--- src/rtl/rv32i_pkg.sv ---
// Shared RV32I encodings: major opcodes and load funct3 selectors.
package rv32i_pkg;

    localparam logic [6:0] OPC_LUI    = 7'b0110111;
    localparam logic [6:0] OPC_AUIPC  = 7'b0010111;
    localparam logic [6:0] OPC_JAL    = 7'b1101111;
    localparam logic [6:0] OPC_JALR   = 7'b1100111;
    localparam logic [6:0] OPC_BRANCH = 7'b1100011;
    localparam logic [6:0] OPC_LOAD   = 7'b0000011;
    localparam logic [6:0] OPC_STORE  = 7'b0100011;
    localparam logic [6:0] OPC_OPIMM  = 7'b0010011;
    localparam logic [6:0] OPC_OP     = 7'b0110011;

    localparam logic [2:0] F3_LB  = 3'b000;
    localparam logic [2:0] F3_LH  = 3'b001;
    localparam logic [2:0] F3_LW  = 3'b010;
    localparam logic [2:0] F3_LBU = 3'b100;
    localparam logic [2:0] F3_LHU = 3'b101;

endpackage

--- src/rtl/load_extract.sv ---
// Combinational load-data extraction: picks byte/half/word from a read word by
// address offset and sign- or zero-extends it. Shared with the MEM stage.
module load_extract
    import rv32i_pkg::*;
#(
    parameter int XLEN = 32
) (
    input  logic [XLEN-1:0] d,
    input  logic [1:0]      off,
    input  logic [2:0]      funct3,
    output logic [XLEN-1:0] data,
    output logic            misaligned,
    output logic            bad_funct3
);

    logic [7:0]  byte_lane [4];
    logic [15:0] half_lane [2];
    logic [7:0]  byte_sel;
    logic [15:0] half_sel;

    genvar gi;
    generate
        for (gi = 0; gi < 4; gi++) begin : g_byte
            assign byte_lane[gi] = d[8*gi +: 8];
        end
        for (gi = 0; gi < 2; gi++) begin : g_half
            assign half_lane[gi] = d[16*gi +: 16];
        end
    endgenerate

    assign byte_sel = byte_lane[off];
    assign half_sel = half_lane[off[1]];

    always_comb begin
        data       = '0;
        misaligned = 1'b0;
        bad_funct3 = 1'b0;
        case (funct3)
            F3_LB:  data = {{(XLEN-8){byte_sel[7]}}, byte_sel};
            F3_LBU: data = {{(XLEN-8){1'b0}}, byte_sel};
            F3_LH: begin
                data       = {{(XLEN-16){half_sel[15]}}, half_sel};
                misaligned = off[0];
            end
            F3_LHU: begin
                data       = {{(XLEN-16){1'b0}}, half_sel};
                misaligned = off[0];
            end
            F3_LW: begin
                data       = d;
                misaligned = (off != 2'b00);
            end
            default: bad_funct3 = 1'b1;
        endcase
    end

endmodule

--- src/rtl/wb_stage_pipe.sv ---
// Registered RV32I writeback stage: WB pipeline register with stall/flush,
// load extraction, regfile write, EX forwarding, next_pc and error flags.
// Optional macro WB_RETIRE_CNT_EN adds a 64-bit retired-instruction counter.
module wb_stage_pipe
    import rv32i_pkg::*;
#(
    parameter int XLEN       = 32,
    parameter int REG_ADDR_W = 5,
    parameter int PC_STEP    = 4
) (
    input  logic                  clk,
    input  logic                  rst,
    input  logic                  stall_in,
    input  logic                  flush_in,
    input  logic                  valid_in,
    input  logic [6:0]            opcode,
    input  logic [2:0]            funct3,
    input  logic [REG_ADDR_W-1:0] rd,
    input  logic [XLEN-1:0]       c,
    input  logic [XLEN-1:0]       d,
    input  logic [XLEN-1:0]       pc_from_mem,
    output logic                  wr_en,
    output logic [REG_ADDR_W-1:0] wr_addr,
    output logic [XLEN-1:0]       wr_data,
    output logic                  fwd_valid,
    output logic [REG_ADDR_W-1:0] fwd_rd,
    output logic [XLEN-1:0]       fwd_data,
    output logic [XLEN-1:0]       next_pc,
    output logic                  misalign_err,
    output logic                  illegal_err
`ifdef WB_RETIRE_CNT_EN
    ,
    output logic [63:0]           instret
`endif
);

    logic                  valid_q;
    logic [6:0]            opcode_q;
    logic [2:0]            funct3_q;
    logic [REG_ADDR_W-1:0] rd_q;
    logic [XLEN-1:0]       c_q;
    logic [XLEN-1:0]       d_q;
    logic [XLEN-1:0]       pc_q;

    // Flush only needs to clear valid_q; payload fields are left as they are.
    always_ff @(posedge clk or posedge rst) begin
        if (rst) begin
            valid_q  <= 1'b0;
            opcode_q <= '0;
            funct3_q <= '0;
            rd_q     <= '0;
            c_q      <= '0;
            d_q      <= '0;
            pc_q     <= '0;
        end else if (flush_in) begin
            valid_q <= 1'b0;
        end else if (!stall_in) begin
            valid_q  <= valid_in;
            opcode_q <= opcode;
            funct3_q <= funct3;
            rd_q     <= rd;
            c_q      <= c;
            d_q      <= d;
            pc_q     <= pc_from_mem;
        end
    end

    logic [XLEN-1:0] ld_data;
    logic            ld_misaligned;
    logic            ld_bad_funct3;

    load_extract #(.XLEN(XLEN)) u_load_extract (
        .d          (d_q),
        .off        (c_q[1:0]),
        .funct3     (funct3_q),
        .data       (ld_data),
        .misaligned (ld_misaligned),
        .bad_funct3 (ld_bad_funct3)
    );

    logic            class_writes;
    logic            opc_known;
    logic            is_load;
    logic [XLEN-1:0] wb_data;

    always_comb begin
        class_writes = 1'b0;
        opc_known    = 1'b1;
        is_load      = 1'b0;
        wb_data      = c_q;
        case (opcode_q)
            OPC_LUI, OPC_AUIPC, OPC_OPIMM, OPC_OP: class_writes = 1'b1;
            OPC_JAL, OPC_JALR: begin
                class_writes = 1'b1;
                wb_data      = pc_q + XLEN'(PC_STEP);
            end
            OPC_LOAD: begin
                is_load      = 1'b1;
                class_writes = 1'b1;
                wb_data      = ld_data;
            end
            OPC_BRANCH, OPC_STORE: class_writes = 1'b0;
            default: opc_known = 1'b0;
        endcase
    end

    assign misalign_err = valid_q && is_load && ld_misaligned;
    assign illegal_err  = valid_q && (!opc_known || (is_load && ld_bad_funct3));
    // x0 writes are dropped silently; errored entries never reach the regfile.
    assign wr_en        = valid_q && class_writes && !misalign_err && !illegal_err
                          && (rd_q != '0);
    assign wr_addr      = rd_q;
    assign wr_data      = wb_data;
    assign fwd_valid    = wr_en;
    assign fwd_rd       = rd_q;
    assign fwd_data     = wb_data;
    assign next_pc      = c_q;

`ifdef WB_RETIRE_CNT_EN
    always_ff @(posedge clk or posedge rst) begin
        if (rst) begin
            instret <= '0;
        end else if (valid_q && !stall_in && !flush_in && !misalign_err && !illegal_err) begin
            instret <= instret + 64'd1;
        end
    end
`endif

endmodule

--- config.mk ---
export PLATFORM = sky130hd
export DESIGN_NAME = wb_stage_pipe
export DESIGN_NICKNAME = d
export VERILOG_FILES = /design/src/rtl/rv32i_pkg.sv /design/src/rtl/load_extract.sv /design/src/rtl/wb_stage_pipe.sv
export SDC_FILE = /design/constraint.sdc
export NUM_CORES = 1
export LEC_CHECK = 0
export ABC_AREA = 1
export BUFFER_PORTS_ARGS = -buffer_cell sky130_fd_sc_hd__clkbuf_2
export CAP_MARGIN = 5
export CORE_MARGIN = 10
export CORE_UTILIZATION = 40
export CTS_CLUSTER_SIZE = 30
export DETAILED_ROUTE_END_ITERATION = 6
export PLACE_DENSITY_LB_ADDON = 0.2
export SYNTH_ARGS = -nofsm -noshare
export SYNTH_HDL_FRONTEND = slang
export SYNTH_SLANG_ARGS = --single-unit
--- constraint.sdc ---
create_clock -name clk -period 5.42 [get_ports clk]
set_input_delay 0.542 -clock clk [delete_from_list [all_inputs] [get_ports clk]]
set_output_delay 0.542 -clock clk [all_outputs]
set_load 0.01 [all_outputs]
==> results of run 1 <==
power groups by stage:
| stage | Clock, mW | Combinational (mW) | Sequential [mW] |
|---|---|---|---|
| 5_1_grt | 0.773 | 0.740 | 1.08 |
| 3_3_place_gp | 0 | 0.661 | 1.08 |
| 6_report | 0.722 | 0.655 | 1.06 |
| 2_1_floorplan | 0 | 0.445 | 1.05 |
| 4_1_cts | 0.739 | 0.667 | 1.06 |
| 3_5_place_dp | 0 | 0.664 | 1.08 |
per-stage QoR:
stage                     area [sq um]   util
after floorplan                   6720      -
after global placement            7700  0.466
after detailed placement          7700  0.466
after CTS                         8020  0.485
after global routing              8020  0.485
final                             8020  0.485
registers in the layout, summed over array words and instances, names as in the netlist:
register  count
d_q          32
next_pc      32
pc_q         32
opcode_q      7
fwd_rd        5
funct3_q      3
valid_q       1
path summary, 6_finish.rpt:
path,startpoint,endpoint,cells after the start
max in group asynchronous,rst,d_q[8],3
worst max register to register,next_pc[1],next_pc[1],2
worst min register to register,opcode_q[1],opcode_q[1],1
worst max-delay path,next_pc[1],fwd_data[21],8
worst min-delay path,rst,valid_q,2
min in group clk,d[9],d_q[9],3
layout by cell type, fill, tap and decap left out, types with 5 or more instances in the layout:
master	instances
nand3_1	80
clkbuf_2	225
clkbuf_16	9
nor2_1	62
inv_1	96
nand2_2	5
o21ai_0	111
mux2_2	40
a21oi_1	16
nand2_1	305
dfrtp_1	112
per-layer routing:
metal / GRT usage / up-vias / wire, um
li1: - / 3246 / -
met1: 0.263 / 3037 / 10100
met2: 0.345 / 233 / 11300
met3: 0.0601 / 17 / 1950
met4: 0.0540 / 0 / 356
met5: 0 / - / 0
logic make-up after synthesis:
group	Yosys count
AO/OA/AOI/OAI	137
buffers and inverters	175
AND/OR/NAND/NOR	464
adder cells (fa/ha/maj)	1
flip-flops	112
multiplexers	40
layout make-up:
class,instances,area (sq um)
fill,1751,8510
multi-input combinational,642,3080
sequential,112,2800
timing repair buffer,228,1160
inverter,102,385
tap,220,275
clock buffer,9,225
clock inverter,7,88.8
antenna,1,2.50
==> impl_metrics.tcl, run 1 <==
set metrics [dict create \
    std_cell_rows 47 \
    die_x_um 150 \
    grt_max_degree 123 \
    yosys.area_share.simple 0.282 \
    synth_top_area_frac 0.417 \
    synth-seq-area-share 0.417 \
    required_ps 4880 \
    p_total_mw 2.44 \
    root_buffer "clkbuf_16" \
    end_kind "primary output" \
    p_seq_frac 0.435 \
    drv_cap 0 \
    nNetsFinal 1212 \
    p_leak_nw 4.11 \
    synthArstFlopShare 1.00 \
    grt-ovfl-total 0 \
    cts_tree "yes" \
    finalCriticalPeriod_ps 3290 \
    tightest_slew_ps 878 \
    path_max_fanout 32 \
    status "completed" \
    switching_share 0.355 \
    cp_num_buf_inv 2 \
    clock_path_buffers 2 \
    fp.dieH_um 150 \
    postCtsSetupBuffers 0 \
    cp_cell_sequence "inv_1 -> nand2_1 -> nand2_1 -> nand2_2 -> nand2_1 -> a21oi_1 -> nand2_1 -> clkbuf_2" \
    synth_mux_area_frac 0.0670 \
    vias 6533 \
    io_buffers 225 \
    grt_pass1_wl_mm 36.8 \
    yosysTopAreaCell "dfrtp_1" \
    core-area_sq_um 16500 \
    synth_top_family_by_area "simple AND/OR/NAND/NOR gates" \
    finalHoldViolCount 0 \
    p_comb_frac 0.269 \
    die_area_sq_um 22400 \
    fin_ws_ps 2130 \
    fmax_ghz 0.304 \
    antenna_found_initial 1 \
    wl_mm 23.7 \
    drive_above_1_share 0.275 \
    final_cells 1321 \
    viasPerCell 4.95 \
    finalClockSkew_ps 0 \
    cts.sinks 112 \
    synth_nets 1046 \
    grt_pass1_vias 6734 \
    place_ws_ps 2500 \
    synth_top_cells_by_area "dfrtp_1 (42%), nand2_1 (17%), o21ai_0 (8.3%)" \
    setup_tns_ps 0 \
    holdWs_ps 346 \
    worst-setup-path-type "reg2out" \
    r2r_slack_ps 3920 \
    fin_crit_sh 0.607 \
    htree_levels 3 \
    p_switching_uw 865 \
    synth_xor_area_frac 0 \
    track_usage 0.210 \
    crit_arrival_ps 2750 \
    slowest_delay_ps 920 \
    setup_viol 0 \
    drt_first_iter_violations 448 \
    synth_seq_cells 112 \
    avgSynthCellArea_sq_um 7.24 \
    clk_latency_ps 360 \
    internal-power_mw 1.57 \
    antenna_left 0 \
    vdd_drop_max_uv 164 \
    min-delay-path-class "in2async" \
    cts_resized 0 \
    start_util 0.407 \
    synth_fa_ha_area_frac 0.00186 \
    path_delay_family "flip-flops" \
    dp.final_hpwl_mm 18.6 \
    power_density_nw_per_um2 304 \
    drc_errors 0 \
    netlist_area_sq_um 6720 \
    start_kind "flip-flop" \
    synth_compound_area_frac 0.106 \
    ys_types 30 \
    io_pins 226 \
    yosysMostFrequentCell "nand2_1" \
    cts_hold_buf 0 \
    clkSlewWorstSetupHoldPaths_ps 80 \
    slew_headroom 0.415 \
    ys.flop_type "dfrtp_1" \
    area_growth_pct 19.3 \
    place_congestion 0.921 \
    cts_buffers 9 \
    first_pass_iters 5 \
    synth_cells 929 \
    slowest_stage "dfrtp_1" \
    power.share.clock 0.296 \
    synth_edf_count 0 \
    wl_per_cell_um 17.9 \
    place_inst 1304 \
    rsz0062_at_grt "false" \
    yosys-top-cells-count "nand2_1 (305), dfrtp_1 (112), o21ai_0 (111), inv_1 (97), nand3_1 (80)" \
    yosys_warnings 0 \
    slew_viol_final 0 \
    crit_top_cell "nand2_1" \
]
No activity file was read; power rests on OpenSTA's default activity.
==> inputs of run 2 (changes only) <==
Clock period 5.42 ns to 3.35 ns, I/O delays scaled along.
==> impl_metrics.tcl, run 2 (synthesized netlist as in run 1, its figures left out) <==
set metrics [dict create \
    status "completed" \
    die_area_sq_um 22400 \
    p_seq_frac 0.433 \
    switching_share 0.353 \
    htree_levels 3 \
    antenna_found_initial 1 \
    first_pass_iters 6 \
    wl_mm 23.9 \
    p_leak_nw 4.11 \
    place_congestion 0.950 \
    antenna_left 0 \
    cts_buffers 9 \
    finalClockSkew_ps 0 \
    start_kind "flip-flop" \
    clkSlewWorstSetupHoldPaths_ps 80 \
    holdWs_ps 69.5 \
    cp_cell_sequence "inv_1 -> nand3_2 -> a21oi_4 -> nand2_1 -> nand3_1 -> clkbuf_2" \
    postCtsSetupBuffers 0 \
    post-route-util 0.485 \
    cts_hold_buf 0 \
    fin_crit_sh 0.845 \
    fp.dieH_um 150 \
    grt_pass1_wl_mm 36.5 \
    track_usage 0.210 \
    drt_first_iter_violations 472 \
    fmax_ghz 0.353 \
    cts.sinks 112 \
    path_max_fanout 27 \
    slew_viol_final 0 \
    worst-setup-path-type "reg2out" \
    slowest_stage "a21oi_4" \
    drc_errors 0 \
    clk_latency_ps 360 \
    cts_tree "yes" \
    layout_commonest_cell "nand2_1" \
    finalHoldViolCount 0 \
    end_kind "primary output" \
    required_ps 3010 \
    setup_viol 0 \
    cts_resized 0 \
    grt_pass1_vias 6578 \
    nFillCells 1752 \
    core-area_sq_um 16500 \
    vdd_drop_max_uv 260 \
    grt_max_degree 115 \
    tightest_slew_ps 859 \
    p_switching_mw 1.38 \
    slew_headroom 0.426 \
    internal-power_mw 2.53 \
    grt-ovfl-total 0 \
    crit_arrival_ps 2500 \
    io_pins 226 \
    diodes 0 \
    dpl-instance-area_sq_um 7720 \
    power.share.clock 0.289 \
    stdcell_area_sq_um 8020 \
    min-delay-path-class "in2async" \
    reg2reg_depth 3 \
    setup_tns_ps 0 \
    io_buffers 225 \
    cp_num_buf_inv 2 \
    start_util 0.407 \
    drive_above_1_share 0.276 \
    power_density_nw_per_um2 488 \
    vias 6582 \
    layout_common_cells "nand2_1 (305), clkbuf_2 (225), dfrtp_1 (112)" \
    clock_path_buffers 2 \
    std_cell_rows 47 \
    finalCriticalPeriod_ps 2830 \
    p_comb_frac 0.278 \
    area_growth_pct 19.3 \
    drv_cap 0 \
    rsz0062_at_grt "false" \
    viasPerCell 4.98 \
    slowest_delay_ps 790 \
    dp.final_hpwl_mm 18.7 \
    root_buffer "clkbuf_16" \
    wl_per_cell_um 18.1 \
    path_delay_family "compound AO/OA/AOI/OAI gates" \
    die_x_um 150 \
    crit_cells 6 \
    nNetsFinal 1215 \
]
## run 2: cell types whose count changed in the layout (fill, tap and decap cells not counted), sizes merged
| cell | before | now |
|---|---|---|
| buf | 3 | 6 |
| clkinv | 4 | 2 |
| clkbuf | 234 | 235 |
| inv | 104 | 103 |
| clkinvlp | 0 | 1 |
| diode | 1 | 0 |
## run 2: area by class of cell
type | instances | area [sq um] | area share
Inverter | 102 | 385 | 0.0481
Timing Repair Buffer | 231 | 1180 | 0.148
Clock buffer | 10 | 229 | 0.0286
Tap cell | 220 | 275 | 0.0343
Multi-Input combinational cell | 642 | 3080 | 0.384
Clock inverter | 5 | 63.8 | 0.00796
Sequential cell | 112 | 2800 | 0.350
## run 2: metal layers
layer  track usage  up-vias  wire, um
met3        0.0489       26      1770
li1              -     3245         -
met5             0        -        11
met4        0.0687        2       538
met2         0.340      249     11100
met1         0.271     3060     10500
## run 2: final timing paths
| kind | startpoint | end | slack [ps] |
|---|---|---|---|
| max | funct3_q[0] | wr_data[17] | 520 |
| max reg2reg | next_pc[1] | next_pc[1] | 2290 |
| max in group asynchronous | rst | d_q[2] | 2470 |
| min reg2reg | opcode_q[1] | opcode_q[1] | 510 |
| min | rst | next_pc[31] | 70 |
| min in group clk | pc_from_mem[18] | pc_q[18] | 170 |
## run 2: power groups by stage
stage / combinational (mW) / clock (mW) / sequential (mW)
finish: 1.09 / 1.13 / 1.70
detailed placement: 1.10 / 0 / 1.72
global route: 1.22 / 1.21 / 1.72
global placement: 1.09 / 0 / 1.72
floorplan: 0.720 / 0 / 1.70
CTS: 1.10 / 1.16 / 1.69
## run 2: stage by stage
| stage | total power, mW | std cells | setup WS, ps |
|---|---|---|---|
| global placement | 2.80 | 1307 | 902 |
| CTS | 3.96 | 1322 | 505 |
| finish | 3.92 | 1322 | 520 |
| detailed placement | 2.81 | 1307 | 899 |
| global route | 4.15 | 1322 | 367 |
| floorplan | 2.42 | 929 | 56.0 |
==> inputs of run 3 (changes only) <==
Settings changed: ABC_AREA 1 to 0.
Clock period 3.35 ns to 2.4 ns, I/O delays scaled along.
==> impl_metrics.tcl, run 3 <==
set metrics [dict create \
    status "finished, violations left" \
    violations "negative setup slack" \
    power_density_nw_per_um2 702 \
    netlist_area_sq_um 6110 \
    path_delay_family "buffers and inverters" \
    use_met2 0.350 \
    synthArstFlopShare 1.00 \
    cts_tree "yes" \
    slowest_delay_ps 360 \
    start_kind "flip-flop" \
    crit_arrival_ps 2330 \
    std_cell_rows 45 \
    setup_viol 48 \
    use_met3 0.0604 \
    crit_top_cell "nand4_1" \
    synth_nets 657 \
    synth_top_area_frac 0.459 \
    start_util 0.405 \
    nNetsFinal 887 \
    final_cells 963 \
    cts_buffers 9 \
    yosysTopAreaCell "dfrtp_1" \
    synth_xor_area_frac 0.0344 \
    p_leak_nw 3.78 \
    rsz0062_at_grt "true" \
    clkSlewWorstSetupHoldPaths_ps 80 \
    synth_seq_cells 112 \
    synth_fa_ha_area_frac 0.00205 \
    layout_common_cells "clkbuf_2 (200), mux2_2 (114), dfrtp_1 (101)" \
    viasPerCell 5.48 \
    core-area_sq_um 15100 \
    yosysMostFrequentCell "mux2_2" \
    required_ps 2160 \
    first_pass_iters 4 \
    grt-ovfl-total 0 \
    wl_per_cell_um 22.6 \
    finalClockSkew_ps 0 \
    dp.final_hpwl_mm 16.0 \
    slowest_stage "dfrtp_1" \
    antenna_found_initial 0 \
    ys.flop_type "dfrtp_1" \
    tightest_slew_ps 643 \
    seqCellArea_sq_um 2820 \
    synth-seq-area-share 0.459 \
    worst-setup-path-type "reg2out" \
    htree_levels 3 \
    setup_tns_ps -3720 \
    cp_num_buf_inv 3 \
    die_area_sq_um 20600 \
    io_pins 226 \
    synth_compound_area_frac 0.111 \
    cp_cell_sequence "ha_2 -> nand4_1 -> buf_6 -> nor4_4 -> buf_4 -> nand4_1 -> xor2_1 -> o221ai_2 -> buf_2" \
    place_inst 909 \
    area_growth_pct 38.2 \
    finalCriticalPeriod_ps 2570 \
    layout_commonest_cell "clkbuf_2" \
    cts.sinks 112 \
    diodes 0 \
    track_usage 0.206 \
    antenna_left 0 \
    grtUsageMet1 0.252 \
    clk_latency_ps 360 \
    cts_hold_buf 0 \
    slew_viol_final 0 \
    synth_mux_area_frac 0.219 \
    finalHoldViolCount 0 \
    holdWs_ps 19.5 \
    ys_types 51 \
    vias 5273 \
    drt_first_iter_violations 284 \
    synth_cells 540 \
    min-delay-path-class "in2async" \
    synth_top_family_by_area "multiplexers" \
    grt_pass1_wl_mm 32.6 \
    fp.dieH_um 144 \
    slew_headroom 0.570 \
    yosys-top-cells-count "mux2_2 (114), dfrtp_1 (112), buf_4 (38), nand2_1 (34), clkbuf_1 (22)" \
    place_ws_ps 62.9 \
    drc_errors 0 \
    yosys.area_share.simple 0.106 \
    die_x_um 144 \
    wl_mm 21.8 \
    grt_pass1_vias 5662 \
    io_buffers 225 \
    fin_crit_sh 1.07 \
    grt_max_degree 117 \
    root_buffer "clkbuf_16" \
    yosys_warnings 0 \
    synth_top_cells_by_area "dfrtp_1 (46%), mux2_2 (21%), buf_4 (4.7%)" \
    synth_edf_count 0 \
    avgSynthCellArea_sq_um 11.3 \
    p_total_mw 5.93 \
    clock_path_buffers 2 \
    end_kind "primary output" \
    multi_input_area_sq_um 3420 \
    path_max_fanout 5 \
    drv_cap 0 \
    drive_above_1_share 0.663 \
    vdd_drop_max_uv 376 \
    nFillCells 1339 \
    grt.busiest_layer "met2" \
    fin_ws_ps -169 \
    place_congestion 0.913 \
    fmax_ghz 0.389 \
]
==> run 3: changes by cell type after synthesis, sizes merged, moves of 14 or more <==
cell | previous run | this run
nand2 | 311 | 34
inv | 101 | 6
o21ai | 114 | 21
mux2 | 40 | 114
nand3 | 81 | 15
nor2 | 65 | 15
buf | 63 | 45
xor2 | 0 | 15
o221ai | 0 | 14
==> run 3: area by class of cell <==
type                            instances  area share
Sequential cell                       112       0.333
Timing Repair Buffer                  286       0.199
Inverter                                6     0.00311
Multi-Input combinational cell        355       0.404
Tap cell                              188      0.0278
Clock buffer                            9      0.0267
Clock inverter                          7     0.00578
==> run 3: logic make-up after synthesis <==
group                    count (synthesis)
multiplexers                           118
AND/OR/NAND/NOR                        115
flip-flops                             112
AO/OA/AOI/OAI                           97
buffers and inverters                   73
XOR/XNOR                                24
adder cells (fa/ha/maj)                  1
==> run 3: path summary, 6_finish.rpt <==
check	to	from	slack, ps	cells past startpoint
max in group asynchronous	d_q[31]	rst	1880	3
min	next_pc[6]	rst	20	3
max	wr_data[30]	pc_q[3]	-170	9
min reg2reg	pc_q[0]	pc_q[0]	520	1
min in group clk	valid_q	flush_in	80	2
max reg2reg	next_pc[0]	next_pc[0]	1100	5
==> run 3: layer usage <==
| layer | wire, um | share of wire |
|---|---|---|
| met1 | 9220 | 0.42 |
| met2 | 10600 | 0.49 |
| met3 | 1680 | 0.077 |
| met4 | 254 | 0.012 |
| met5 | 0 | 0 |
==> run 3: metrics by stage <==
step	area, sq um	util
after floorplan	6120	-
after global placement	7280	0.483
after detailed placement	7280	0.483
after CTS	8140	0.539
after global routing	8450	0.560
final	8450	0.560
==> run 3: repair_timing <==
action,4_1_cts,5_1_grt
setup buffers,20,19
endpoints found under the hold margin,0,0
setup endpoints to repair,64,66
resized for setup,96,70
pin swaps,26,17
==> run 3: report_power, final <==
part	leakage [nW]	internal, mW	switching (mW)
logic	2.35	0.957	1.01
clock network	0.123	0.703	0.746
registers	1.31	2.17	0.352
total	3.78	3.83	2.11
==> run 3: worst register-to-register path: cells and delay by family (launching register included) <==
kind,cells,cell delay (ps)
mux,1,250
buf+inv,4,520
flops,1,430
